===== src/rtl/add_sub_arbiter_if.sv =====
// Request/grant/result bundle between two requesting controllers and the
// shared add/sub arbiter.
interface add_sub_arbiter_if;
    logic       req0;
    logic [3:0] a0;
    logic [3:0] b0;
    logic       sel0;
    logic       req1;
    logic [3:0] a1;
    logic [3:0] b1;
    logic       sel1;
    logic       gnt0;
    logic       gnt1;
    logic       done0;
    logic       done1;
    logic [3:0] res_s;
    logic       res_cout;
    logic       res_ovf;
    logic       busy;

    modport slave (
        input  req0, a0, b0, sel0, req1, a1, b1, sel1,
        output gnt0, gnt1, done0, done1, res_s, res_cout, res_ovf, busy
    );

    modport master (
        output req0, a0, b0, sel0, req1, a1, b1, sel1,
        input  gnt0, gnt1, done0, done1, res_s, res_cout, res_ovf, busy
    );
endinterface


===== src/rtl/add_sub_arbiter.sv =====
// Round-robin arbiter sharing one 4-bit add/sub datapath between two
// requesters: IDLE latches the winner's operands, EXEC registers the result, DONE pulses done.
module adder_sub_4bit (
    input  logic [3:0] a_i,
    input  logic [3:0] b_i,
    input  logic       sel_i,
    output logic [3:0] s_o,
    output logic       cout_o
);
    logic [3:0] b_eff;

    // Subtraction is A + ~B + 1, so cout=1 means no borrow.
    assign b_eff           = b_i ^ {4{sel_i}};
    assign {cout_o, s_o}   = {1'b0, a_i} + {1'b0, b_eff} + {4'b0000, sel_i};
endmodule

module add_sub_arbiter #(
    parameter bit PRIO_RESET = 1'b0
) (
    input  logic               clk,
    input  logic               rst_n,
    add_sub_arbiter_if.slave   bus
);
    typedef enum logic [1:0] {
        IDLE = 2'd0,
        EXEC = 2'd1,
        DONE = 2'd2
    } state_e;

    state_e     state_q, state_d;
    logic       prio_q, prio_d;
    logic       owner_q, owner_d;
    logic [3:0] a_q, a_d;
    logic [3:0] b_q, b_d;
    logic       sel_q, sel_d;
    logic [3:0] res_s_q, res_s_d;
    logic       res_cout_q, res_cout_d;
    logic       res_ovf_q, res_ovf_d;

    logic [3:0] add_s;
    logic       add_cout;

    adder_sub_4bit u_adder (
        .a_i    (a_q),
        .b_i    (b_q),
        .sel_i  (sel_q),
        .s_o    (add_s),
        .cout_o (add_cout)
    );

    always_comb begin
        // NOTE: every _d defaults to its _q first so no path leaves a latch.
        state_d    = state_q;
        prio_d     = prio_q;
        owner_d    = owner_q;
        a_d        = a_q;
        b_d        = b_q;
        sel_d      = sel_q;
        res_s_d    = res_s_q;
        res_cout_d = res_cout_q;
        res_ovf_d  = res_ovf_q;

        unique case (state_q)
            IDLE: begin
                if (bus.req0 || bus.req1) begin
                    owner_d = (bus.req0 && bus.req1) ? prio_q : bus.req1;
                    a_d     = owner_d ? bus.a1   : bus.a0;
                    b_d     = owner_d ? bus.b1   : bus.b0;
                    sel_d   = owner_d ? bus.sel1 : bus.sel0;
                    state_d = EXEC;
                end
            end
            EXEC: begin
                res_s_d    = add_s;
                res_cout_d = add_cout;
                res_ovf_d  = (sel_q ? (a_q[3] != b_q[3]) : (a_q[3] == b_q[3]))
                             && (add_s[3] != a_q[3]);
                state_d    = DONE;
            end
            DONE: begin
                prio_d  = ~prio_q;
                state_d = IDLE;
            end
            default: state_d = IDLE;
        endcase
    end

    // NOTE: sequential state uses non-blocking assignments only.
    always_ff @(posedge clk or negedge rst_n) begin
        if (!rst_n) begin
            state_q    <= IDLE;
            prio_q     <= PRIO_RESET;
            owner_q    <= 1'b0;
            a_q        <= '0;
            b_q        <= '0;
            sel_q      <= 1'b0;
            res_s_q    <= '0;
            res_cout_q <= 1'b0;
            res_ovf_q  <= 1'b0;
        end else begin
            state_q    <= state_d;
            prio_q     <= prio_d;
            owner_q    <= owner_d;
            a_q        <= a_d;
            b_q        <= b_d;
            sel_q      <= sel_d;
            res_s_q    <= res_s_d;
            res_cout_q <= res_cout_d;
            res_ovf_q  <= res_ovf_d;
        end
    end

    assign bus.busy     = (state_q != IDLE);
    assign bus.gnt0     = (state_q != IDLE) && !owner_q;
    assign bus.gnt1     = (state_q != IDLE) &&  owner_q;
    assign bus.done0    = (state_q == DONE) && !owner_q;
    assign bus.done1    = (state_q == DONE) &&  owner_q;
    assign bus.res_s    = res_s_q;
    assign bus.res_cout = res_cout_q;
    assign bus.res_ovf  = res_ovf_q;
endmodule

===== src/flat_wrapper.sv =====
// flat-port wrapper written by rule: the top's interface ports become plain ports
module add_sub_arbiter_flat 
#(
    parameter bit PRIO_RESET = 1'b0
)
  (clk, rst_n, bus_req0, bus_a0, bus_b0, bus_sel0, bus_req1, bus_a1, bus_b1, bus_sel1, bus_gnt0, bus_gnt1, bus_done0, bus_done1, bus_res_s, bus_res_cout, bus_res_ovf, bus_busy);
  add_sub_arbiter_if bus_i ();
  input  logic clk;
  input  logic rst_n;
  input wire logic [$bits(bus_i.req0)-1:0] bus_req0;
  input wire logic [$bits(bus_i.a0)-1:0] bus_a0;
  input wire logic [$bits(bus_i.b0)-1:0] bus_b0;
  input wire logic [$bits(bus_i.sel0)-1:0] bus_sel0;
  input wire logic [$bits(bus_i.req1)-1:0] bus_req1;
  input wire logic [$bits(bus_i.a1)-1:0] bus_a1;
  input wire logic [$bits(bus_i.b1)-1:0] bus_b1;
  input wire logic [$bits(bus_i.sel1)-1:0] bus_sel1;
  output wire logic [$bits(bus_i.gnt0)-1:0] bus_gnt0;
  output wire logic [$bits(bus_i.gnt1)-1:0] bus_gnt1;
  output wire logic [$bits(bus_i.done0)-1:0] bus_done0;
  output wire logic [$bits(bus_i.done1)-1:0] bus_done1;
  output wire logic [$bits(bus_i.res_s)-1:0] bus_res_s;
  output wire logic [$bits(bus_i.res_cout)-1:0] bus_res_cout;
  output wire logic [$bits(bus_i.res_ovf)-1:0] bus_res_ovf;
  output wire logic [$bits(bus_i.busy)-1:0] bus_busy;
  assign bus_i.req0 = bus_req0;
  assign bus_i.a0 = bus_a0;
  assign bus_i.b0 = bus_b0;
  assign bus_i.sel0 = bus_sel0;
  assign bus_i.req1 = bus_req1;
  assign bus_i.a1 = bus_a1;
  assign bus_i.b1 = bus_b1;
  assign bus_i.sel1 = bus_sel1;
  assign bus_gnt0 = bus_i.gnt0;
  assign bus_gnt1 = bus_i.gnt1;
  assign bus_done0 = bus_i.done0;
  assign bus_done1 = bus_i.done1;
  assign bus_res_s = bus_i.res_s;
  assign bus_res_cout = bus_i.res_cout;
  assign bus_res_ovf = bus_i.res_ovf;
  assign bus_busy = bus_i.busy;
  add_sub_arbiter #(.PRIO_RESET(PRIO_RESET)) u_core (.clk(clk), .rst_n(rst_n), .bus(bus_i));
endmodule

===== config.mk =====
export PLATFORM = sky130hd
export DESIGN_NAME = add_sub_arbiter_flat
export DESIGN_NICKNAME = d
export VERILOG_FILES = /design/src/rtl/add_sub_arbiter_if.sv /design/src/rtl/add_sub_arbiter.sv /design/src/flat_wrapper.sv
export SDC_FILE = /design/constraint.sdc
export NUM_CORES = 1
export LEC_CHECK = 0
export CAP_MARGIN = 20
export CORE_ASPECT_RATIO = 1.5
export CORE_UTILIZATION = 25
export DETAILED_ROUTE_END_ITERATION = 16
export PLACE_DENSITY = 0.48
export REMOVE_ABC_BUFFERS = 1
export SLEW_MARGIN = 25
export SYNTH_ARGS = -nofsm -noshare
export SYNTH_HDL_FRONTEND = slang
export SYNTH_SLANG_ARGS = --single-unit

===== constraint.sdc =====
create_clock -name clk -period 3.8 [get_ports clk]
set_input_delay 0.38 -clock clk [delete_from_list [all_inputs] [get_ports clk]]
set_output_delay 0.38 -clock clk [all_outputs]
set_load 0.05 [all_outputs]

==> metrics.yaml, run 1 <==
status: "complete, no violations"
grt_use_total_pct: 10.6
p_int_w: 0.000746
yosysMostFrequentCell: "nand2_1"
io_pins: 33
synth_largest_area_cell: "dfrtp_1"
synthTopCellsByArea: "dfrtp_1, mux2i_1, nand2_1"
core_um2: 3750
synth_commonest_cells: "nand2_1, dfrtp_1, o21ai_0"
p_comb_share_pct: 63.3
fin_crit_sh_pct: 56.2
drt_iter0_drc: 5
htree_levels: 1
final_layout_size_suffix_gt1_share_pct: 5.80
portBuffers: 32
design.die.area_um2: 4280
cp.arrival_ns: 2.31
syn_avg_cell_area_um2: 9.56
endpoint_kind: "flip-flop"
hold_path_end: "u_core.bus.res_s[2]"
fp.dieH_um: 79.6
clk_pin_slew_ns: 0.07
grt_util_met2_pct: 18.4
grt-ovfl-total: 0
die_x_um: 53.7
postLayoutCoreUtil_pct: 37.8
synth-edff-count: 0
cp.required_ns: 3.98
yosys_warnings: 0
cts_sinks: 19
min_period_ns: 2.14
dpl.hpwl_um: 1540
reg2reg_to: "u_core.bus.res_ovf"
fmax_ghz: 0.468
ctsHoldBuffers: 0
tns_ns: 0
final_nets: 165
syn-instance-count: 105
total_power_w: 0.00142
drc: 0
grtUsageMet3_pct: 1.71
diodes: 0
numCtsBuffers: 3
cp-start-kind: "flip-flop"
grt_max_degree: 20
power_density_nw_per_um2: 1000
firstDrtPassIters: 3
grt-busiest-layer: "met2"
slew_headroom_pct: 44.8
peakVddDrop_mv: 0.325
clkPwrFrac_pct: 9.8
grt_pass1_wl_um: 3290
async_reset_ff_share_pct: 100
min-delay-start: "u_core.bus.res_s[2]"
synth_area_um2: 1000
slew_viol_final: 0
synth-main-ff-cell: "dfrtp_1"
cts_tree: "built"
hold_viol_final: 0
worstSetupPathType: "flip-flop to flip-flop"
gr-usage-met1_pct: 11.0
skew_ns: 0.00180
seq_area_frac_synth_pct: 47.4
finalSetupViolCount: 0
hold_path_class: "flip-flop to flip-flop"
num_vias: 801
rsz0062_at_grt: "false"
routed_wl_um: 1880
seqPwrFrac_pct: 26.8
placementRows: 27
areaGrowthSynthToFinish_pct: 41.4
start_util_pct: 26.8
grt_pass1_vias: 805
p_sw_w: 0.000676
critPathMaxFanout: 7
root_buffer: "clkbuf_8"
post_cts_buffers: 0
worst_pin_slew_ns: 0.826
clockBufferDepth: 2
grt_antenna_before_repair: 0
r2r_slack_ns: 1.66
post_dp_cell_area_um2: 1370
place_congestion: 0.711
ant_nets: 0
synth_cell_type_count: 22
drt-wirelength-per-cell_um: 10.4
leakagePower_nw: 0.658
synth_top_cell_area_share_pct: 47.4
maxCapViolations: 0
clkLatencyLatePin_ns: 0.25
yosys_register_bits: 19
p_sw_share_pct: 47.5
reg2regPathDepth: 6
avgViaCountPerCell: 4.43
cts_resized: 0
min_path_cells: 2
reg2reg_from: "u_core.sel_q"
final_area_um2: 1420
==> layout by cell type (no fill, tap or decap) <==
cell type         n
a21oi_1           1
a31oi_1           1
clkbuf_8          3
clkdlybuf4s50_1  32
clkinv_2          1
dfrtp_1          19
fa_1              1
ha_1              3
inv_1             7
mux2i_1          11
nand2_1          20
nand2b_1          2
nand3b_1          2
nor2_1            7
o2111ai_1         1
o21ai_0          14
o21ai_2           2
o22ai_1           1
or3_1             1
or3b_2            2
or4b_1            1
xnor2_1           3
xor2_1            3
==> how the worst max path moves through the flow <==
stage                       from            endpoint  slack [ns]  depth (start not counted)
floorplan               bus_req0       u_core.a_q[0]        1.88                          4
global placement        bus_req0       u_core.b_q[0]        1.51                          5
detailed placement      bus_req0       u_core.b_q[0]        1.47                          5
CTS                 u_core.sel_q  u_core.bus.res_ovf        1.63                          6
global route        u_core.sel_q  u_core.bus.res_ovf        1.50                          6
finish              u_core.sel_q  u_core.bus.res_ovf        1.66                          6
==> cell families (layout without fill, tap and decap cells) <==
logic type / Yosys count / after routing / share of synthesized area (%)
xor+xnor: 6 / 6 / 5.24
fa+ha+maj: 4 / 4 / 5.74
mux: 11 / 11 / 11.0
flops: 19 / 19 / 47.4
compound gates: 20 / 20 / 10.6
simple gates: 35 / 35 / 16.2
buf+inv: 10 / 43 / 3.87
==> final cells by class <==
cell class	instances	area [um2]
fillers	393	2330
multi-input cells	76	497
flip-flops and latches	19	475
repair buffers	32	320
well taps	43	53.8
clock buffers	3	41.3
inverters	7	26.3
clock inverters	1	5.00
==> critical path, stage by stage (launching register included) <==
cell and delay [ns]:
dfrtp_1 0.46, xor2_1 0.22, ha_1 0.39, or3b_2 0.46
mux2i_1 0.24, o21ai_0 0.13, a31oi_1 0.18
==> registers in the layout, indices dropped and copies added (netlist names) <==
register             cells
u_core.state_q           2
u_core.bus.res_ovf       1
u_core.owner_q           1
u_core.prio_q            1
u_core.a_q               4
u_core.sel_q             1
u_core.b_q               4
u_core.bus.res_s         4
u_core.bus.res_cout      1
==> metrics by stage <==
stage / setup slack, ns / instances / hold WS (ns)
after CTS: 1.63 / 181 / 0.488
after floorplan: 1.88 / 102 / 0.0844
after global routing: 1.50 / 181 / 0.498
after detailed placement: 1.47 / 177 / 0.471
final: 1.66 / 181 / 0.477
after global placement: 1.51 / 177 / 0.458
==> metal layers <==
| layer | routed length (um) | share of wire (%) |
|---|---|---|
| met1 | 728 | 39 |
| met5 | 0 | 0 |
| met2 | 1030 | 55 |
| met3 | 75 | 4.0 |
| met4 | 42 | 2.2 |
==> power by group through the flow <==
stage | clock (W) | sequential, W | combinational (W)
2_1_floorplan | 0 | 0.000478 | 0.000571
3_3_place_gp | 0 | 0.000386 | 0.000899
3_5_place_dp | 0 | 0.000389 | 0.000910
4_1_cts | 0.000147 | 0.000385 | 0.000913
5_1_grt | 0.000158 | 0.000398 | 0.00100
6_report | 0.000140 | 0.000382 | 0.000901
(Power assumes the default switching activity.)
==> run 2: changes to the inputs <==
==> constraint.sdc (replaced) <==
create_clock -name clk -period 2 [get_ports clk]
set_input_delay 0.2 -clock clk [delete_from_list [all_inputs] [get_ports clk]]
set_output_delay 0.2 -clock clk [all_outputs]
set_load 0.05 [all_outputs]
==> metrics.yaml, run 2 (same netlist as run 1, synthesis figures left out) <==
critPathMaxFanout: 5
hold_path_class: "input pin to asynchronous set/reset pin"
total_power_w: 0.00303
path_cells: "xor2_1 -> ha_1 -> or3b_2 -> o2111ai_2 -> or3_1 -> a31oi_1"
seqPwrFrac_pct: 24.6
dpl.hpwl_um: 1630
drt_iter0_drc: 25
fp.dieH_um: 79.6
final_nets: 171
maxCapViolations: 0
grt-ovfl-total: 0
peakVddDrop_mv: 0.703
p_sw_share_pct: 45.8
place_congestion: 0.747
finalSetupViolCount: 0
worst_pin_slew_ns: 0.504
worstSetupPathType: "flip-flop to flip-flop"
reg2regPathDepth: 6
routed_wl_um: 2020
die_x_um: 53.7
slew_headroom_pct: 66.3
mostFrequentLayoutCells: "clkdlybuf4s50_1, nand2_1, dfrtp_1"
htree_levels: 1
reg2reg_to: "u_core.bus.res_ovf"
core_um2: 3750
p_sw_w: 0.00139
root_buffer: "clkbuf_8"
p_comb_share_pct: 66.5
final.setup.worst_slack_ns: 0.0990
fin_crit_sh_pct: 95.0
power_density_nw_per_um2: 2030
start_util_pct: 26.8
cp.arrival_ns: 2.04
placementRows: 27
grt_pass1_vias: 882
p_int_w: 0.00164
rsz0062_at_grt: "true"
final_common_cell: "clkdlybuf4s50_1"
grt_use_total_pct: 11.5
portBuffers: 32
drc: 0
reg2reg_from: "u_core.sel_q"
clkLatencyLatePin_ns: 0.26
hold_viol_final: 0
slew_viol_final: 0
ctsHoldBuffers: 0
grt_max_degree: 20
status: "complete, no violations"
ant_nets: 0
endpoint_kind: "flip-flop"
cpPeakStageDelay_ns: 0.49
grt_antenna_before_repair: 0
clockBufferDepth: 2
design.die.area_um2: 4280
num_vias: 840
leakagePower_nw: 0.696
skew_ns: 0.00156
numCtsBuffers: 3
drt-wirelength-per-cell_um: 10.8
firstDrtPassIters: 2
cp.required_ns: 2.14
areaGrowthSynthToFinish_pct: 48.9
cts_sinks: 19
diodes: 0
grt_pass1_wl_um: 3610
cp-start-kind: "flip-flop"
fmax_ghz: 0.526
final_layout_size_suffix_gt1_share_pct: 13.2
min_period_ns: 1.90
cpMaxStageDelayCell: "or3b_2"
dpl_worst_slack_ns: -0.0725
io_pins: 33
avgViaCountPerCell: 4.49
cts_tree: "built"
clkPwrFrac_pct: 9.0
clk_pin_slew_ns: 0.07
r2r_slack_ns: 0.1
[run 2: changes by cell type in the layout (fill, tap and decap cells not counted), moves of 2 or more]
cell | before | now
o21ai_1 | 0 | 3
clkdlybuf4s50_1 | 32 | 29
xor2_1 | 3 | 1
buf_4 | 0 | 8
xor2_2 | 0 | 2
o21ai_2 | 2 | 0
[run 2: metal layers]
metal  part of all wire [%]  track usage [%]  vias to the layer above
met5                      0                0                        -
met4                    1.7             6.32                        0
met3                    4.5             1.71                        4
met2                     55             21.1                       20
met1                     39             11.5                      387
li1                       -                -                      429
[run 2: worst max path at each step]
stage / start / end
CTS: u_core.sel_q / u_core.bus.res_ovf
detailed placement: u_core.sel_q / u_core.bus.res_ovf
floorplan: u_core.sel_q / u_core.bus.res_ovf
global placement: u_core.sel_q / u_core.bus.res_ovf
finish: u_core.sel_q / u_core.bus.res_ovf
global route: u_core.sel_q / u_core.bus.res_ovf
[run 2: power groups by stage]
stage	Sequential [W]	Combinational (W)	Clock (W)
6_report	0.000744	0.00201	0.000272
4_1_cts	0.000742	0.00190	0.000279
5_1_grt	0.000779	0.00224	0.000297
3_3_place_gp	0.000734	0.00172	0
2_1_floorplan	0.000909	0.00109	0
3_5_place_dp	0.000741	0.00175	0
[run 2: layout make-up]
type / count / area, um2
well taps: 43 / 53.8
multi-input cells: 76 / 529
inverters: 7 / 26.3
repair buffers: 38 / 363
fillers: 387 / 2260
flip-flops and latches: 19 / 477
clock buffers: 4 / 45.0
[run 2: what timing repair did]
action | CTS | global route
pin swaps | 1 | 1
buffers inserted | 2 | 1
endpoints found under the setup margin | 1 | 2
cloned | 0 | 0
resized for setup | 5 | 4
[run 2: critical path: cells and delay by family (launching register included)]
family | cells | cell delay [ns]
AND/OR/NAND/NOR | 2 | 0.63
XOR/XNOR | 1 | 0.18
adder cells (fa/ha/maj) | 1 | 0.34
flip-flops | 1 | 0.46
AO/OA/AOI/OAI | 2 | 0.18
[run 2: per-stage QoR]
stage               instances  hold slack [ns]  area, um2  utilization [%]  setup TNS (ns)
global placement          180            0.462       1380             36.9               0
detailed placement        180            0.463       1380             36.9         -0.0725
floorplan                 102          -0.0956        991                -               0
CTS                       186            0.282       1460             38.9               0
global route              187            0.304       1490             39.8        -0.00621
finish                    187            0.271       1490             39.8               0
==> run 3: changes to the inputs <==
--- a/config.mk
+++ b/config.mk
@@ -8,6 +8,7 @@
 export CAP_MARGIN = 20
 export CORE_ASPECT_RATIO = 1.5
 export CORE_UTILIZATION = 25
+export CTS_CLUSTER_SIZE = 16
 export DETAILED_ROUTE_END_ITERATION = 16
 export PLACE_DENSITY = 0.48
 export REMOVE_ABC_BUFFERS = 1
==> results of run 3 <==
Same layout as run 2: the final DEF is identical, and so are final timing and power.
==> RTL change (config.mk and constraints of run 1) <==
`PRIO_RESET` is set to 1'b0 in 2 places; all go to 1'b1.
--- a/src/rtl/add_sub_arbiter.sv
+++ b/src/rtl/add_sub_arbiter.sv
@@ -16,5 +16,5 @@
 
 module add_sub_arbiter #(
-    parameter bit PRIO_RESET = 1'b0
+    parameter bit PRIO_RESET = 1'b1
 ) (
     input  logic               clk,
--- a/src/flat_wrapper.sv
+++ b/src/flat_wrapper.sv
@@ -2,5 +2,5 @@
 module add_sub_arbiter_flat 
 #(
-    parameter bit PRIO_RESET = 1'b0
+    parameter bit PRIO_RESET = 1'b1
 )
   (clk, rst_n, bus_req0, bus_a0, bus_b0, bus_sel0, bus_req1, bus_a1, bus_b1, bus_sel1, bus_gnt0, bus_gnt1, bus_done0, bus_done1, bus_res_s, bus_res_cout, bus_res_ovf, bus_busy);
Formal check against the unedited RTL: not equivalent (Yosys sat finds a counterexample within 4 cycles, from zero or initial values and one cycle with rst_n low).
==> RTL change against run 1 <==
- sequential cell count stayed put
- final area hardly changed
- synthesized cell count stayed put
- worst setup slack better by 7.8 ps
- area after synthesis is 0.12% higher
- total power is 2.0% higher
- routed wire length is 12% higher
- cell count stayed put
- largest cell class unchanged
- highest routed layer unchanged
==> RTL change: results (changes against run 1) <==
- Detailed placement HPWL: 1.664 mm (+7.8%)
- Crit path max fanout: 3 (-4)
- Data arrival time of the worst path: 1750 ps (-560 ps)
- CP delay by family, top: buffers and inverters
- CTS Buffer Depth: 2 (unchanged)
- Sequential-to-total area share from yosys stat: 47.45% (+0.066 points)
- Leak: 0.6567 nW (-0.17%)
- Layout cells sized above 1: 6.522% (+0.72 points)
- Antenna Cells: 0 (unchanged)
- Met2 WL: 1.113 mm (+7.7%)
- Netlist cell types: 23 (+4.5%)
- Largest cells by area after synthesis: dfrtp_1 (45%), mux2i_1 (11%), nand2_1 (7.5%)
- Hold_sp: u_core.bus.res_s[1]
- Synth Area per Inst: 9.569 sq um (+0.12%)
- Final wirelength: 2.106 mm (+12%)
- Sw Pwr: 698.2 uW (+3.3%)
- Slew margin rel.: 41.40% (-3.4 points)
- Met2 Track Usage GR: 20.12% (+1.7 points)
- First-iteration detailed-routing DRC count: 15 (+10)
- Setup TNS: 0 ps (unchanged)
- Status: completed
- Vias: 827 (+3.2%)
- Place WS: 1505 ps (+32.37 ps)
- Worst Skew: 1.739 ps (-0.05659 ps)
- Worst path max stage delay: 810 ps (+350 ps)
- Most frequent cells after synthesis: nand2_1 (20), dfrtp_1 (18), o21ai_0 (15)
- GR Util met1: 13.39% (+2.4 points)
- Global placer's final weighted congestion: 0.6845 (-3.8%)
- Peak supply drop: 405.9 uV (+25%)
- Total global-route track usage: 11.89% (+1.3 points)
- Met3 Wirelength: 97 um (+29%)
- Post-placement cell area: 1366 sq um (about the same)
- First-pass GRT wire length: 3.684 mm (+12%)
- Critical path's slowest cell: clkdlybuf4s50_1
- Hold_ws: 481.7 ps (+4.723 ps)
- Hold endpoint: u_core.bus.res_s[1]
==> RTL change: worst max path at each step <==
stage / slack, ps / from / end
6_report: 1670 / u_core.state_q[0] / bus_done1
5_1_grt: 1550 / u_core.sel_q / u_core.bus.res_ovf
4_1_cts: 1650 / u_core.state_q[0] / bus_done1
3_5_place_dp: 1500 / bus_req0 / u_core.b_q[2]
3_3_place_gp: 1540 / bus_req0 / u_core.a_q[1]
2_1_floorplan: 1880 / bus_req0 / u_core.a_q[0]
==> RTL change: worst reg2reg max path, delay by kind of cell, from the launching register on <==
| family | cells | cell delay, ps |
|---|---|---|
| xor gates and xnor gates | 1 | 220 |
| muxes | 1 | 210 |
| AOI/OAI and AO/OA | 2 | 280 |
| adders and majority gates | 1 | 380 |
| and+or+nand+nor | 1 | 460 |
| DFF | 1 | 460 |
==> RTL change: cells by family (layout without fill, tap and decap cells) <==
kind of cell	after synthesis	count (layout)	synth area share (%)
flip-flops	19	19	47.45
AND/OR/NAND/NOR	35	35	16.19
AO/OA/AOI/OAI	20	20	10.59
buffers and inverters	10	43	3.861
XOR/XNOR	6	6	5.231
multiplexers	11	11	10.96
adder cells (fa/ha/maj)	4	4	5.729
==> RTL change: area by class of cell <==
class / instances / area (sq um)
Fill cell: 402 / 2330
Multi-Input combinational cell: 76 / 496.7
Sequential cell: 19 / 476.7
Timing Repair Buffer: 32 / 320.3
Tap cell: 43 / 53.80
Clock buffer: 3 / 41.29
Inverter: 7 / 26.28
Clock inverter: 1 / 5.005
==> RTL change: power by group through the flow <==
stage | combinational (mW) | sequential, mW | clock (mW)
after global placement | 0.907 | 0.390 | 0
after CTS | 0.922 | 0.393 | 0.151
after floorplan | 0.572 | 0.482 | 0
after detailed placement | 0.918 | 0.397 | 0
final | 0.916 | 0.389 | 0.146
after global routing | 1.02 | 0.409 | 0.162
